==> config.mk <==
export PLATFORM = sky130hd
export DESIGN_NAME = l1_refill_ctrl
export DESIGN_NICKNAME = d
export VERILOG_FILES = /design/src/rtl/l1_cache_pkg.sv /design/src/rtl/l1_line_assembler.sv /design/src/rtl/l1_refill_ctrl.sv
export SDC_FILE = /design/constraint.sdc
export NUM_CORES = 1
export LEC_CHECK = 0
export CAP_MARGIN = 30
export CORE_MARGIN = 2
export CORE_UTILIZATION = 50
export CTS_CLUSTER_DIAMETER = 150
export DETAILED_ROUTE_END_ITERATION = 10
export GPL_TIMING_DRIVEN = 0
export MAX_ROUTING_LAYER = met4
export PLACE_DENSITY = 0.73
export SETUP_SLACK_MARGIN = 0.1
export SLEW_MARGIN = 25
export SYNTH_ARGS = -nofsm -noshare
export SYNTH_HDL_FRONTEND = slang
export SYNTH_SLANG_ARGS = --single-unit
export TNS_END_PERCENT = 20
==> constraint.sdc <==
create_clock -name clk -period 3.2 [get_ports clk]
set_input_delay 0.48 -clock clk [delete_from_list [all_inputs] [get_ports clk]]
set_output_delay 0.48 -clock clk [all_outputs]
set_load 0.005 [all_outputs]
==> src/rtl/l1_cache_pkg.sv <==
`default_nettype none
// ============================================================================
// Module      : l1_cache_pkg
// Description : Shared constants, the fill-entry record and the refill FSM
//               state encoding for the L1 refill path.
// Revision    : 1.0 - initial release
// ============================================================================
package l1_cache_pkg;

    localparam int ADDR_W     = 16;
    localparam int INDEX_W    = 6;
    localparam int OFFSET_W   = 3;
    localparam int LINE_BYTES = 2 ** OFFSET_W;
    localparam int TAG_W      = ADDR_W - INDEX_W - OFFSET_W;

    // Word written into the tag/data arrays; line byte k sits at [8k+7:8k].
    typedef struct packed {
        logic                        valid;
        logic [TAG_W-1:0]            tag;
        logic [8*LINE_BYTES-1:0]     line;
    } fill_entry_t;

    typedef enum logic [1:0] {
        ST_IDLE  = 2'd0,
        ST_REQ   = 2'd1,
        ST_RECV  = 2'd2,
        ST_WRITE = 2'd3
    } refill_state_t;

endpackage
`default_nettype wire

==> src/rtl/l1_line_assembler.sv <==
`default_nettype none
// ============================================================================
// Module      : l1_line_assembler
// Description : Collects one response byte per accepted beat into a line
//               register. The beat counter selects the byte lane.
// Ports       : clk, rst_n      clock / async active-low reset
//               beat_valid      byte on beat_data is to be stored
//               beat_data       response byte
//               clear           rewind the beat counter for the next line
//               line            assembled line, byte k at [8k+7:8k]
//               last_beat       current beat completes the line
// Revision    : 1.0 - initial release
// ============================================================================
module l1_line_assembler #(
    parameter int NBYTES = l1_cache_pkg::LINE_BYTES,
    parameter int CNT_W  = $clog2(NBYTES)
) (
    input  logic                  clk,
    input  logic                  rst_n,
    input  logic                  beat_valid,
    input  logic [7:0]            beat_data,
    input  logic                  clear,
    output logic [8*NBYTES-1:0]   line,
    output logic                  last_beat
);
    import l1_cache_pkg::*;

    logic [CNT_W-1:0]    cnt_q, cnt_d;
    logic [8*NBYTES-1:0] line_q, line_d;

    always_comb begin
        cnt_d  = cnt_q;
        line_d = line_q;
        if (clear) begin
            // Stale lanes are left in place: every lane is rewritten by the next line.
            cnt_d = '0;
        end else if (beat_valid) begin
            line_d[8*cnt_q +: 8] = beat_data;
            cnt_d                = cnt_q + 1'b1;
        end
    end

    always_ff @(posedge clk or negedge rst_n) begin
        if (!rst_n) begin
            cnt_q  <= '0;
            line_q <= '0;
        end else begin
            cnt_q  <= cnt_d;
            line_q <= line_d;
        end
    end

    assign line      = line_q;
    assign last_beat = beat_valid && (cnt_q == CNT_W'(NBYTES - 1));

endmodule
`default_nettype wire

==> src/rtl/l1_refill_ctrl.sv <==
`default_nettype none
// ============================================================================
// Module      : l1_refill_ctrl
// Description : L1 miss handler. Arbitrates I/D line misses, reads the line
//               from next-level memory one byte per beat, and writes
//               {valid, tag, line} into the victim way of the missing set.
// Ports       : clk, rst_n                 clock / async active-low reset
//               i_miss_req/addr/ack        I-side miss handshake
//               d_miss_req/addr/ack        D-side miss handshake
//               mem_req_valid/ready/addr   line read request
//               mem_rsp_valid/data         one response byte per beat
//               fill_we/is_inst/way/index  cache array write strobe + target
//               fill_entry                 {valid, tag, line}
//               busy                       refill in progress
// Revision    : 1.0 - initial release
// ============================================================================
module l1_refill_ctrl #(
    parameter int ADDR_W   = l1_cache_pkg::ADDR_W,
    parameter int INDEX_W  = l1_cache_pkg::INDEX_W,
    parameter int OFFSET_W = l1_cache_pkg::OFFSET_W
) (
    input  logic                clk,
    input  logic                rst_n,
    input  logic                i_miss_req,
    input  logic [ADDR_W-1:0]   i_miss_addr,
    output logic                i_miss_ack,
    input  logic                d_miss_req,
    input  logic [ADDR_W-1:0]   d_miss_addr,
    output logic                d_miss_ack,
    output logic                mem_req_valid,
    input  logic                mem_req_ready,
    output logic [ADDR_W-1:0]   mem_req_addr,
    input  logic                mem_rsp_valid,
    input  logic [7:0]          mem_rsp_data,
    output logic                fill_we,
    output logic                fill_is_inst,
    output logic                fill_way,
    output logic [INDEX_W-1:0]  fill_index,
    output logic [ADDR_W-INDEX_W-OFFSET_W+8*(2**OFFSET_W):0] fill_entry,
    output logic                busy
);
    import l1_cache_pkg::*;

    localparam int LINE_BYTES = 2 ** OFFSET_W;
    localparam int TAG_W      = ADDR_W - INDEX_W - OFFSET_W;
    localparam int SETS       = 2 ** INDEX_W;
    localparam logic [ADDR_W-1:0] OFFSET_MASK = ADDR_W'(LINE_BYTES - 1);

    refill_state_t       state_q, state_d;
    logic                is_inst_q, is_inst_d;
    logic [ADDR_W-1:0]   addr_q, addr_d;
    logic                way_q, way_d;
    logic                last_inst_q, last_inst_d;
    logic [SETS-1:0]     vic_i_q, vic_i_d;
    logic [SETS-1:0]     vic_d_q, vic_d_d;
    logic                mem_req_valid_q, mem_req_valid_d;
    logic                fill_we_q, fill_we_d;
    logic                i_ack_q, i_ack_d;
    logic                d_ack_q, d_ack_d;
    logic                busy_q, busy_d;

    logic                    w_pick_inst;
    logic [ADDR_W-1:0]       w_sel_addr;
    logic [INDEX_W-1:0]      w_sel_index;
    logic [INDEX_W-1:0]      w_cur_index;
    logic                    w_beat_valid;
    logic                    w_last_beat;
    logic [8*LINE_BYTES-1:0] w_line;

    // A lone request always wins; on a tie the side not serviced last goes.
    assign w_pick_inst  = i_miss_req && (!d_miss_req || !last_inst_q);
    assign w_sel_addr   = w_pick_inst ? i_miss_addr : d_miss_addr;
    assign w_sel_index  = w_sel_addr[OFFSET_W +: INDEX_W];
    assign w_cur_index  = addr_q[OFFSET_W +: INDEX_W];
    // Response bytes only count once the request handshake has completed.
    assign w_beat_valid = mem_rsp_valid && (state_q == ST_RECV);

    l1_line_assembler #(
        .NBYTES (LINE_BYTES)
    ) u_asm (
        .clk        (clk),
        .rst_n      (rst_n),
        .beat_valid (w_beat_valid),
        .beat_data  (mem_rsp_data),
        .clear      (state_q == ST_WRITE),
        .line       (w_line),
        .last_beat  (w_last_beat)
    );

    always_comb begin
        state_d         = state_q;
        is_inst_d       = is_inst_q;
        addr_d          = addr_q;
        way_d           = way_q;
        last_inst_d     = last_inst_q;
        vic_i_d         = vic_i_q;
        vic_d_d         = vic_d_q;
        mem_req_valid_d = mem_req_valid_q;
        fill_we_d       = 1'b0;
        i_ack_d         = 1'b0;
        d_ack_d         = 1'b0;
        case (state_q)
            ST_IDLE: begin
                if (i_miss_req || d_miss_req) begin
                    state_d         = ST_REQ;
                    is_inst_d       = w_pick_inst;
                    last_inst_d     = w_pick_inst;
                    addr_d          = w_sel_addr;
                    way_d           = w_pick_inst ? vic_i_q[w_sel_index] : vic_d_q[w_sel_index];
                    mem_req_valid_d = 1'b1;
                end
            end
            ST_REQ: begin
                if (mem_req_ready) begin
                    state_d         = ST_RECV;
                    mem_req_valid_d = 1'b0;
                end
            end
            ST_RECV: begin
                if (w_last_beat) begin
                    state_d   = ST_WRITE;
                    fill_we_d = 1'b1;
                    i_ack_d   = is_inst_q;
                    d_ack_d   = !is_inst_q;
                end
            end
            ST_WRITE: begin
                state_d = ST_IDLE;
                if (is_inst_q) vic_i_d[w_cur_index] = !vic_i_q[w_cur_index];
                else           vic_d_d[w_cur_index] = !vic_d_q[w_cur_index];
            end
            default: state_d = ST_IDLE;
        endcase
        busy_d = (state_d != ST_IDLE);
    end

    always_ff @(posedge clk or negedge rst_n) begin
        if (!rst_n) begin
            state_q         <= ST_IDLE;
            is_inst_q       <= 1'b0;
            addr_q          <= '0;
            way_q           <= 1'b0;
            last_inst_q     <= 1'b0;   // D counts as last serviced, so I wins the first tie
            vic_i_q         <= '0;
            vic_d_q         <= '0;
            mem_req_valid_q <= 1'b0;
            fill_we_q       <= 1'b0;
            i_ack_q         <= 1'b0;
            d_ack_q         <= 1'b0;
            busy_q          <= 1'b0;
        end else begin
            state_q         <= state_d;
            is_inst_q       <= is_inst_d;
            addr_q          <= addr_d;
            way_q           <= way_d;
            last_inst_q     <= last_inst_d;
            vic_i_q         <= vic_i_d;
            vic_d_q         <= vic_d_d;
            mem_req_valid_q <= mem_req_valid_d;
            fill_we_q       <= fill_we_d;
            i_ack_q         <= i_ack_d;
            d_ack_q         <= d_ack_d;
            busy_q          <= busy_d;
        end
    end

    assign mem_req_valid = mem_req_valid_q;
    assign mem_req_addr  = addr_q & ~OFFSET_MASK;
    assign i_miss_ack    = i_ack_q;
    assign d_miss_ack    = d_ack_q;
    assign fill_we       = fill_we_q;
    assign fill_is_inst  = is_inst_q;
    assign fill_way      = way_q;
    assign fill_index    = w_cur_index;
    // Valid bit follows the strobe so the entry bus is all-zero out of reset.
    assign fill_entry    = {fill_we_q, addr_q[ADDR_W-1 -: TAG_W], w_line};
    assign busy          = busy_q;

endmodule
`default_nettype wire

# [Word level (Yosys, flattened, before mapping)]
# Index checks and enable logic that the tools add are counted.
[word_totals] register_bits=220 mem_count=0 in_bits=46 output_inout_bits=101 latchBits=0 mem_bits_ro=0 ram_bits=0
[classes] n_addsub=2 n_lt_le_gt_ge=3 n_reduce_logical=19 shift=2 bitwise=2 n_div=0 mux=30 n_eq_ne=6 mul=0
[op_table] operator="$bwmux W64" n=3
[op_table] operator="$shift A8 B34 Y64 const A" n=1
[op_table] operator="$shiftx A8 B34 Y64" n=1
[op_table] operator="$neg A6 Y34" n=1
[op_table] operator="$bmux W1 S6" n=4
[op_table] operator="$mux W16" n=1
[op_table] operator="$lt A6 B7 Y1 const B" n=2
[op_table] operator="$mux W1" n=14
[op_table] operator="$pmux W2 S4" n=1
[op_table] operator="$reduce_and A2 Y1" n=4
[op_table] operator="$demux W1 S6" n=1
[op_table] operator="$ge A6 B1 Y1 const B" n=1
[op_table] operator="$mux W2" n=3
[op_table] operator="$mux W3" n=2
[op_table] operator="$reduce_bool A2 Y1" n=3
[op_table] operator="$eq A2 B2 Y1 const B" n=2
[op_table] operator="$logic_and A1 B1 Y1" n=4
[op_table] operator="$logic_not A1 Y1" n=4
[op_table] operator="$ne A2 B2 Y1 const B" n=2
[op_table] operator="$add A3 B1 Y3 const B" n=1
[op_table] operator="$eq A3 B3 Y1 const B" n=1
[op_table] operator="$reduce_and A3 Y1" n=1
[op_table] operator="$eq A2 B1 Y1 const B" n=1
[op_table] operator="$logic_not A2 Y1" n=1
[op_table] operator="other kinds (3)" n=5

# [Depth between registers and ports, before layout]
[logic_depth] ltp_word=7 mapped_depth=11 mapped_depth_nobuf=8

# [Modules after synthesis]
# From an unflattened synthesis, not the netlist that was laid out.
[hier_totals] hier_cells=1130 hier_area_um2=11654.9
[modules_own_cells] mod="l1_refill_ctrl" instances=1 seq_area_each_um2=3753.6 area_per_inst_um2=8747.1 cells_each=917
[modules_own_cells] mod="l1_line_assembler" instances=1 seq_area_each_um2=1676.6 area_per_inst_um2=2907.8 cells_each=213

# [Least setup slack after synthesis]
# No wires, ideal clock.
[synth_path] path_kind="input to register" from="in i_miss_req" to="reg way_q (netlist: fill_way)" arrival_ns=2.365 stages=10 setup_slack_ns=0.690 path_buffers=2 required_ns=3.055 path_cell_list="a21boi_2 > mux2_2 > buf_2 > buf_4 > nand2_1 > a21oi_1 > nor4_1 > o221ai_1 > o2111ai_1 > nand4_1"
[synth_between] elab_chain_cells=5 elab_cells_between_ends=9 classes_between="6 x mux; 3 x reduce/logical"
[synth_lines] item="from (decl)" line="l1_refill_ctrl.sv:24" source="input logic i_miss_req,"
[synth_lines] item="$logic_and A1 B1 Y1" line="l1_refill_ctrl.sv:71" source="assign w_pick_inst = i_miss_req && (!d_miss_req || !last_inst_q);"
[synth_lines] item="$mux W16" line="l1_refill_ctrl.sv:72" source="assign w_sel_addr = w_pick_inst ? i_miss_addr : d_miss_addr;"
[synth_lines] item="$bmux W1 S6" line="l1_refill_ctrl.sv:109" source="way_d = w_pick_inst ? vic_i_q[w_sel_index] : vic_d_q[w_sel_index];"
[synth_lines] item="$mux W1 (implied by the code)" line="l1_refill_ctrl.sv:109"
[synth_lines] item="$mux W1" line="l1_refill_ctrl.sv:109"
[synth_lines] item="to (signal assigned)" line="l1_refill_ctrl.sv:155" source="way_q <= way_d;"
[synth_lines] item="to (decl)" line="l1_refill_ctrl.sv:52" source="logic way_q, way_d;"
# Several ways; a longest one is shown, not always the timed one. The select of a mux whose other input is x is not followed.
# A chain may end at the register's enable or synchronous reset.

# [Worst setup path after layout]
[layout_path] from="reg addr_q[5]" to="reg vic_i_q[40]"
[layout_between] elab_chain_cells=5 elab_cells_between_ends=9 classes_between="2 x order compare; 5 x mux; 2 x reduce/logical"
[layout_lines] item="from (decl)" line="l1_refill_ctrl.sv:51" source="logic [ADDR_W-1:0] addr_q, addr_d;"
[layout_lines] item="from (signal assigned)" line="l1_refill_ctrl.sv:154" source="addr_q <= addr_d;"
[layout_lines] item="$lt A6 B7 Y1 (implied by the code) / $ge A6 B1 Y1 (equally long branches)" line="l1_refill_ctrl.sv:129" source="if (is_inst_q) vic_i_d[w_cur_index] = !vic_i_q[w_cur_index];"
[layout_lines] item="$logic_and A1 B1 Y1 (implied by the code)" line="l1_refill_ctrl.sv:129"
[layout_lines] item="$mux W1 (implied by the code)" line="l1_refill_ctrl.sv:129"
[layout_lines] item="$demux W1 S6" line="l1_refill_ctrl.sv:129"
[layout_lines] item="$bwmux W64 (*)" line="l1_refill_ctrl.sv:129"
[layout_lines] item="to (signal assigned)" line="l1_refill_ctrl.sv:157" source="vic_i_q <= vic_i_d;"
[layout_lines] item="to (decl)" line="l1_refill_ctrl.sv:54" source="logic [SETS-1:0] vic_i_q, vic_i_d;"
# Mark *: on every way between the ends. The rest lies on a longest branch, timed or not. The select of a mux whose other input is x is not followed.

==> qor.tcl <==
set qor(drt_first_pass_iters) 6
set qor(vdd.ir_drop.worst_mv) 0.637
set qor(hold_ws_ns) 0.474
set qor(worstSetupStartpointType) {flip-flop}
set qor(first_global_vias) 9772
set qor(grt_antenna_before_repair) 1
set qor(die_span_in_x_um) 154
set qor(gp_routability_congestion) 1.06
set qor(grt_first_pass_wirelength_mm) 57.6
set qor(yosysSeqAreaShare_pct) 48.2
set qor(timing.final.max_slew_violations) 0
set qor(die_area_sq_um) 23700
set qor(clkSinkCount) 217
set qor(clkLatencyLatePin_ns) 0.52
set qor(dpl.hpwl_mm) 25.8
set qor(synth_enable_flop_cells) 0
set qor(sequentialPowerShare_pct) 30.9
set qor(finalSetupViolCount) 0
set qor(p_sw_share_pct) 39.6
set qor(total_power_mw) 12.5
set qor(synthesis.instances) 1141
set qor(finalHoldViolCount) 0
set qor(floorplan.die.height_um) 154
set qor(timing.critical_path.fanout_max) 10
set qor(min_period_over_period_pct) 95.6
set qor(syn-cell-area_sq_um) 11300
set qor(mostFrequentLayoutCell) {dfrtp_1}
set qor(fmax_ghz) 0.327
set qor(critPathRequiredTime_ns) 3.60
set qor(clock_transition_at_path_regs_ns) 0.06
set qor(area.sequential_sq_um) 5430
set qor(placed_cell_area_sq_um) 13100
set qor(critical_path.endpoint_type) {flip-flop}
set qor(final_core_utilization_pct) 63.7
set qor(worst_slew_margin_rel_pct) 33.9
set qor(final_design_area_no_fill_sq_um) 14000
set qor(yosys.cell_types.count) 52
set qor(p_int_mw) 7.53
set qor(worst_slew_pin_slew_ns) 0.964
set qor(final.setup_skew_ns) 0.00884
set qor(number_of_drc_violations_after_detailed_routing) 0
set qor(globalRouteTotalUtil_pct) 32.2
set qor(core.rowCount) 54
set qor(detailedPlace.worstSlack_ns) -1.05
set qor(worstSetupPathType) {reg2reg}
set qor(setup_ws_ns) 0.142
set qor(cts_inserted_buffers) 24
set qor(place.port_buffers) 137
set qor(switchingPower_mw) 4.93
set qor(critical_path_arrival_ns) 3.46
set qor(via_count) 9979
set qor(overflow) 0
set qor(synth_seq_cells) 217
set qor(clock_tree_from_tritoncts) {done}
set qor(dr.first_iter.drc_count) 1325
set qor(core_area_sq_um) 22000
set qor(num-fill-cells) 1768
set qor(pwr-share-comb_pct) 46.5
set qor(synth_ff_type) {dfrtp_1}
set qor(ant_nets) 0
set qor(post_route_cells_drive_above_1_share_pct) 20.4
set qor(final_net_count) 1364
set qor(commonest_cells_after_routing_fill_and_taps_aside) {dfrtp_1 (217), nand2_1 (177), nor2_1 (150)}
set qor(grt_max_degree) 93
set qor(static-leakage-power_nw) 6.10
set qor(post-route-min-period_ns) 3.06
set qor(drt-total-wl_mm) 37.4
set qor(multiInputGateArea_sq_um) 5200
set qor(clk_root_buffer_cell) {clkbuf_16}
set qor(async_reset_ff_share_pct) 100
set qor(htreeDepth) 1
set qor(synth.yosys.warnings) 0
set qor(initial_utilization_pct) 51.3
set qor(num_io_pins) 147
set qor(cap_viol_max_count) 0
set qor(max-clock-path-buffers) 3
set qor(wire_per_inst_um) 23.2
set qor(timing.hold.worst.class) {reg2reg}
set qor(p_clk_share_pct) 22.5
set qor(area_growth_pct) 24.1
set qor(cellPowerDensity_nw_per_um2) 892
set qor(result_of_the_run) {finished clean}
set qor(synth_area_per_cell_sq_um) 9.87
set qor(avgViaCountPerCell) 6.20
set qor(grt_setup_unrepaired) {no}
cell type report:
type	instances	share of cell area, %
clock inverters	8	0.689
repair buffers	143	10.5
flip-flops and latches	217	38.8
multi-input cells	807	37.2
clock buffers	35	5.03
well taps	280	2.51
plain buffers	106	4.89
diodes	1	0.0179
inverters	13	0.349
power groups by stage:
stage | Sequential [mW] | Combinational [mW] | Clock, mW
final | 3.85 | 5.80 | 2.81
after global routing | 3.92 | 6.13 | 2.94
after CTS | 3.83 | 5.62 | 2.84
after detailed placement | 3.86 | 5.57 | 0
after global placement | 3.85 | 5.47 | 0
after floorplan | 3.72 | 3.57 | 0
registers in the layout, indices dropped and copies added, names as in the netlist, 2 cells and up:
| register | count |
|---|---|
| vic_d_q | 64 |
| addr_q | 13 |
| u_asm.cnt_q | 3 |
| u_asm.line | 64 |
| state_q | 2 |
| vic_i_q | 64 |
synthesized netlist by cell type (all sizes together), types with 8 or more instances:
master,instances,area [sq um]
a21oi,15,75.1
clkbuf,39,146
inv,13,48.8
nand2,178,671
nand4,8,50.1
dfrtp,217,5430
nor4,18,119
nand3,44,225
o22ai,74,469
mux2,143,1620
mux2i,28,280
or3,16,100
nor2,150,563
buf,67,513
o21ai,66,330
repair_timing:
item | CTS | global route
setup buffers | 3 | 0
gates resized for setup | 10 | 20
endpoints found under the setup margin | 61 | 125
hold buffers | 1 | 0
gates cloned | 0 | 0
pin swaps | 1 | 0
endpoints found under the hold margin | 63 | 0
through the flow:
stage	TNS (ns)	instances
after floorplan	0	1143
after global placement	-1630.95	1560
after detailed placement	-1.07	1562
after CTS	0	1609
after global routing	0	1610
final	0	1610
critical path, stage by stage, from the launching register on:
cell,delay [ns]
dfrtp_1,0.40
buf_4,0.18
nand3_2,0.26
buf_4,0.30
o221ai_1,0.14
nor3_1,0.38
o22ai_1,0.14
or4_1,0.54
buf_6,0.18
buf_6,0.15
mux2_2,0.27
final timing paths:
check	from	to	slack [ns]	depth (start not counted)
min	u_asm.line[27]$_DFFE_PN0P_	u_asm.line[27]$_DFFE_PN0P_	0.47	2
min in group asynchronous	rst_n	vic_i_q[56]$_DFFE_PN0P_	0.50	2
min reg2reg	u_asm.line[27]$_DFFE_PN0P_	u_asm.line[27]$_DFFE_PN0P_	0.47	2
max reg2reg	addr_q[5]$_DFFE_PN0P_	vic_i_q[40]$_DFFE_PN0P_	0.14	10
max in group asynchronous	rst_n	u_asm.line[49]$_DFFE_PN0P_	1.84	3
max	addr_q[5]$_DFFE_PN0P_	vic_i_q[40]$_DFFE_PN0P_	0.14	10
layer usage:
| metal | part of all wire (%) | track usage [%] |
|---|---|---|
| met1 | 41 | 43.5 |
| met2 | 43 | 46.8 |
| met3 | 11 | 7.61 |
| met4 | 4.6 | 13.7 |
| met5 | 0 | - |
logic make-up (layout without fill, tap and decap cells):
family | Yosys count | after routing | share of synthesized area, %
and+or+nand+nor | 440 | 440 | 17.1
DFF | 217 | 217 | 48.2
AOI/OAI and AO/OA | 183 | 183 | 9.99
muxes | 175 | 175 | 17.7
buffers and inverters | 119 | 305 | 6.29
adders and majority gates | 6 | 6 | 0.667
other | 1 | 4 | 0.0333
Note: power is estimated with default switching activity, not from simulation.
